## src/rtl/async_fifo_pkg.sv

```systemverilog
// Shared async FIFO definitions: default address width, pointer width and Gray helpers.
// Used by write_ptr_block and read_ptr_block.
package async_fifo_pkg;

    localparam int DEF_ADDR_WIDTH = 3;
    localparam int PTR_W          = DEF_ADDR_WIDTH + 1;

    // Both helpers work on a zero-extended 32-bit value, so any pointer width up to 32 fits.
    function automatic logic [31:0] bin2gray(input logic [31:0] v);
        return v ^ (v >> 1);
    endfunction

    function automatic logic [31:0] gray2bin(input logic [31:0] v);
        logic [31:0] r;
        r = v;
        for (int s = 1; s < 32; s = s * 2) begin
            r = r ^ (r >> s);
        end
        return r;
    endfunction

endpackage

```

## src/rtl/gray2bin.sv

```systemverilog
// Combinational Gray-to-binary decoder: each binary bit is the XOR of all Gray bits at and above it.
module gray2bin #(
    parameter int W = 4
) (
    input  logic [W-1:0] gray,
    output logic [W-1:0] bin
);

    for (genvar i = 0; i < W; i++) begin : g_bit
        assign bin[i] = ^gray[W-1:i];
    end

endmodule

```

## src/rtl/write_ptr_block.sv

```systemverilog
// Write-domain pointer and full-flag logic of the async FIFO.
// Define WPTR_ALMOST_FULL_EN to add the registered almost_full output.
module write_ptr_block
    import async_fifo_pkg::*;
#(
    parameter int ADDR_WIDTH = DEF_ADDR_WIDTH,
    parameter int AF_THRESH  = 2
) (
    input  logic                  w_clk,
    input  logic                  wrst_n,
    input  logic                  w_en,
    input  logic [ADDR_WIDTH:0]   g_rptr_sync,
    output logic [ADDR_WIDTH:0]   g_wptr,
    output logic [ADDR_WIDTH:0]   b_wptr,
    output logic                  full
`ifdef WPTR_ALMOST_FULL_EN
    ,
    output logic                  almost_full
`endif
);

    localparam int PW = ADDR_WIDTH + 1;

    if (ADDR_WIDTH < 2 || AF_THRESH < 1 || AF_THRESH > (2**ADDR_WIDTH) - 1) begin : g_bad_param
        $error("write_ptr_block: illegal ADDR_WIDTH/AF_THRESH");
    end

    logic          wr_ok;
    logic [PW-1:0] b_next;
    logic [PW-1:0] g_next;
    logic [PW-1:0] g_full_match;

    assign wr_ok  = w_en & ~full;
    assign b_next = b_wptr + {{(PW-1){1'b0}}, wr_ok};
    assign g_next = PW'(bin2gray(32'(b_next)));

    // Full when the write pointer is exactly one lap ahead: top two Gray bits inverted, rest equal.
    assign g_full_match = {~g_rptr_sync[ADDR_WIDTH:ADDR_WIDTH-1], g_rptr_sync[ADDR_WIDTH-2:0]};

`ifdef WPTR_ALMOST_FULL_EN
    localparam logic [PW-1:0] AF_LEVEL = PW'((2**ADDR_WIDTH) - AF_THRESH);

    logic [PW-1:0] b_rsync;
    logic [PW-1:0] fill_next;

    gray2bin #(.W(PW)) u_gray2bin (
        .gray (g_rptr_sync),
        .bin  (b_rsync)
    );

    assign fill_next = b_next - b_rsync;

    always_ff @(posedge w_clk) begin
        if (!wrst_n) begin
            almost_full <= 1'b0;
        end else begin
            almost_full <= (fill_next >= AF_LEVEL);
        end
    end
`endif

    always_ff @(posedge w_clk) begin
        if (!wrst_n) begin
            b_wptr <= '0;
            g_wptr <= '0;
            full   <= 1'b0;
        end else begin
            b_wptr <= b_next;
            g_wptr <= g_next;
            full   <= (g_next == g_full_match);
        end
    end

endmodule
```

## config.mk

```make
export PLATFORM = sky130hd
export DESIGN_NAME = write_ptr_block
export DESIGN_NICKNAME = d
export VERILOG_FILES = /design/src/rtl/async_fifo_pkg.sv /design/src/rtl/gray2bin.sv /design/src/rtl/write_ptr_block.sv
export SDC_FILE = /design/constraint.sdc
export NUM_CORES = 1
export LEC_CHECK = 0
export BUFFER_PORTS_ARGS = -buffer_cell sky130_fd_sc_hd__buf_2
export CAP_MARGIN = 5
export CORE_AREA = 3 3 40 42
export DETAILED_ROUTE_END_ITERATION = 6
export DIE_AREA = 0 0 43 45
export MAX_ROUTING_LAYER = met4
export PLACE_DENSITY = 0.62
export SLEW_MARGIN = 20
export SYNTH_ARGS = -nofsm -noshare
export SYNTH_HDL_FRONTEND = slang
export SYNTH_SLANG_ARGS = --single-unit
```

## constraint.sdc

```tcl
create_clock -name w_clk -period 3.5 [get_ports w_clk]
set_clock_uncertainty 0.15 [all_clocks]
set_input_delay 0.175 -clock w_clk [delete_from_list [all_inputs] [get_ports w_clk]]
set_output_delay 0.175 -clock w_clk [all_outputs]
set_load 0.03 [all_outputs]
```

==> impl_results.rst <==
.. list-table::
   :header-rows: 1

   * - Metric
     - Value
   * - Outcome
     - complete, no violations
   * - TritonCTS Buffers
     - 3
   * - Initial standard-cell utilization of the core
     - 33.5%
   * - Kind of critical path
     - reg2reg
   * - Number of distinct library cells after synthesis
     - 16
   * - Power Total
     - 0.244 mW
   * - Synthesized area per cell
     - 12.0 sq um
   * - Most common cell after layout, fill and taps aside
     - sky130_fd_sc_hd__buf_2
   * - Share of total power consumed by net switching
     - 28.1%
   * - Vias per inst
     - 4.34
   * - Total inserted antenna cells
     - 0
   * - Part of the power in registers
     - 42.3%
   * - Kind of capture point of the worst setup path
     - flop
   * - Number of hold buffers added after CTS
     - 0
   * - Net Switching
     - 0.0685 mW
   * - Placement row count
     - 13
   * - Die Y-Extent
     - 45 microns
   * - Vias in the first global route
     - 272
   * - Layout filler cell count
     - 138
   * - Share of cells above drive strength 1
     - 38.5%
   * - Clock Tree Root
     - sky130_fd_sc_hd__clkbuf_4
   * - Final Hold Vio Count
     - 0
   * - Total gr overflow
     - 0
   * - Later-pin clock latency in the skew report
     - 0.25 ns
   * - X dimension of the die
     - 43 microns
   * - Cell with the most instances on the worst path
     - sky130_fd_sc_hd__ha_1
   * - Data arrival time of the critical path
     - 1.96 ns
   * - Main area contributors after synthesis
     - sky130_fd_sc_hd__dfxtp_1, sky130_fd_sc_hd__xnor3_1, sky130_fd_sc_hd__xnor2_1
   * - Maximum net fanout on the critical path
     - 4
   * - Final antenna-violating net count
     - 0
   * - Final setup viols
     - 0
   * - Fmax achieved
     - 0.505 GHz
   * - Placeable core region
     - 0.00128 sq mm
   * - Internal portion of total power
     - 0.175 mW
   * - First-pass detailed-route iteration total
     - 2
   * - Slowest stage delay, CP
     - 0.34 ns
   * - Area added between synthesis and finish
     - 24.1%
   * - Die Area
     - 0.00194 sq mm
   * - Hold/Removal Path Class
     - in2reg
   * - Top-Level Pins
     - 16
   * - Net count after synthesis
     - 45
   * - Clock share of power
     - 27.9%
   * - Portion of the clock cycle consumed by the worst path in the final layout
     - 56.5%
   * - Slew at the pin with the worst max-slew slack
     - 0.367 ns
   * - Number of antenna violations at the first check in global routing
     - 0
   * - Fraction of power consumed by combinational cells
     - 29.8%
   * - Routability congestion estimate
     - 0.684
   * - Clock edge transition at the registers on the reported setup and hold paths
     - 0.05 ns
   * - Synth warnings
     - 0
   * - CTS sink cnt
     - 8
   * - Most frequent cells in the layout
     - sky130_fd_sc_hd__buf_2, sky130_fd_sc_hd__dfxtp_1, sky130_fd_sc_hd__and2_1
   * - Count of pins over their slew limit
     - 0
   * - Buffer and inverter count on the worst path
     - 0
   * - Largest net degree at the start of global routing
     - 9
   * - Total of flip-flops plus latches after synthesis
     - 8
   * - Critical Path Slowest Stage Cell
     - sky130_fd_sc_hd__xor2_1
   * - Post-synthesis cell count
     - 36
   * - Post-Route WL
     - 743 microns
   * - CTS tree
     - yes
   * - Register area share after synthesis
     - 37.2%
   * - NumNets Final
     - 63
   * - Mapped cell area
     - 430 sq um
   * - Combined global-route utilization of all metal layers
     - 9.39%
   * - Routed length per instance
     - 11.1 microns
   * - Count of maximum capacitance violations
     - 0
   * - Via count of the routed design
     - 291
   * - Post-Route Hold Slack
     - 0.0726 ns
   * - Port bufs
     - 15
   * - Setup repair bufs after CTS
     - 0
   * - Unrepaired setup endpoints after global routing
     - no
   * - Count of routing violations after the opening detailed-route iteration
     - 2
   * - Cell class contributing the biggest share of worst-path delay
     - XOR/XNOR gates
   * - Fraction of post-synthesis cell area in the top cell type by area
     - 37.2%
   * - Yosys top cell by area
     - sky130_fd_sc_hd__dfxtp_1
   * - Maximum resistive drop on vdd
     - 0.000181 V
   * - Detailed-route DRC error count
     - 0
   * - Total Negative Setup Slacks
     - 0 ns
   * - Chain of cells forming the critical path
     - nor2b_1 > ha_1 > ha_1 > xor2_1 > xnor3_1 > nor4b_2
   * - Kind of start point of the critical path
     - flop
   * - Global-route wire length before repair
     - 1190 microns
   * - Rel. slew slack
     - 75.4%
   * - Maximum buffer depth of the clock tree
     - 2
   * - CTS-repair resized insts
     - 0
   * - Power per Cell Area
     - 456 mW/mm^2
   * - Worst Path Required
     - 3.48 ns
   * - Leakage power of the design
     - 0.270 nW
   * - Post-route minimum period
     - 1.98 ns
   * - Number of levels the H-tree was split into
     - 1
-- synthesized netlist by cell type --
library cell / instances
sky130_fd_sc_hd__buf_2: 1
sky130_fd_sc_hd__ha_1: 2
sky130_fd_sc_hd__nand2_1: 2
sky130_fd_sc_hd__nand3_1: 1
sky130_fd_sc_hd__and3b_1: 1
sky130_fd_sc_hd__nor2_1: 1
sky130_fd_sc_hd__nor4b_2: 1
sky130_fd_sc_hd__xnor3_1: 2
sky130_fd_sc_hd__dfxtp_1: 8
sky130_fd_sc_hd__buf_4: 1
sky130_fd_sc_hd__a21boi_4: 1
sky130_fd_sc_hd__xor2_1: 2
sky130_fd_sc_hd__xor3_1: 1
sky130_fd_sc_hd__nor2b_1: 1
sky130_fd_sc_hd__xnor2_1: 5
sky130_fd_sc_hd__and2_1: 6
-- worst register-to-register path: stages (launching register included) --
cell and delay, ns:
sky130_fd_sc_hd__dfxtp_1 0.30, sky130_fd_sc_hd__nor2b_1 0.14, sky130_fd_sc_hd__ha_1 0.27, sky130_fd_sc_hd__ha_1 0.24
sky130_fd_sc_hd__xor2_1 0.34, sky130_fd_sc_hd__xnor3_1 0.26, sky130_fd_sc_hd__nor4b_2 0.16
-- per-stage QoR --
| step | utilization (%) | instances | instance area, sq um | worst slack, ns |
|---|---|---|---|---|
| 6_report | 41.6 | 67 | 534 | 1.52 |
| 5_1_grt | 41.6 | 67 | 534 | 1.39 |
| 4_1_cts | 41.6 | 67 | 534 | 1.50 |
| 3_5_place_dp | 39.8 | 64 | 512 | 1.51 |
| 3_3_place_gp | 39.8 | 64 | 512 | 1.59 |
| 2_1_floorplan | - | 36 | 430 | 1.48 |
-- sequential cells by signal, indices dropped and copies added, names as in the netlist --
| name | count |
|---|---|
| g_wptr | 4 |
| full | 1 |
| b_wptr | 3 |
-- cell type report --
class	instances	area, sq um	share of cell area [%]
tap	15	18.8	3.51
clock buffer	3	22.5	4.22
timing repair buffer	15	75.1	14.1
multi-input combinational	26	258	48.2
sequential	8	160	30.0
-- worst paths after layout --
kind / from / end / slack [ns] / depth (start not counted)
setup / recovery: full$_SDFF_PN0_ / full$_SDFF_PN0_ / 1.52 / 6
hold / removal: wrst_n / g_wptr[3]$_SDFF_PN0_ / 0.07 / 2
setup reg to reg: full$_SDFF_PN0_ / full$_SDFF_PN0_ / 1.52 / 6
hold reg to reg: g_wptr[3]$_SDFF_PN0_ / g_wptr[3]$_SDFF_PN0_ / 0.50 / 2
-- per-layer routing --
layer | up-vias | track usage, % | part of all wire (%)
met4 | 0 | 5.42 | 0.54
met1 | 128 | 9.51 | 42
li1 | 152 | - | -
met5 | - | - | 0
met2 | 9 | 14.7 | 51
met3 | 2 | 4.78 | 6.7
-- power by group through the flow --
stage	clock (mW)	combinational [mW]	sequential (mW)
CTS	0.0712	0.0740	0.103
finish	0.0679	0.0727	0.103
floorplan	0	0.0419	0.121
global placement	0	0.0727	0.105
detailed placement	0	0.0739	0.105
global route	0.0793	0.0771	0.104
-- cells by family (layout without fill, tap and decap cells) --
group                      Yosys count  count (layout)  synth area share, %
DFF                                  8               8                 37.2
xor gates and xnor gates            10              10                 30.2
AOI/OAI and AO/OA                    1               1                 4.36
and+or+nand+nor                     13              13                 19.5
adders and majority gates            2               2                 5.81
buffers and inverters                2              18                 2.91
Note: power is estimated with default switching activity, not from simulation.
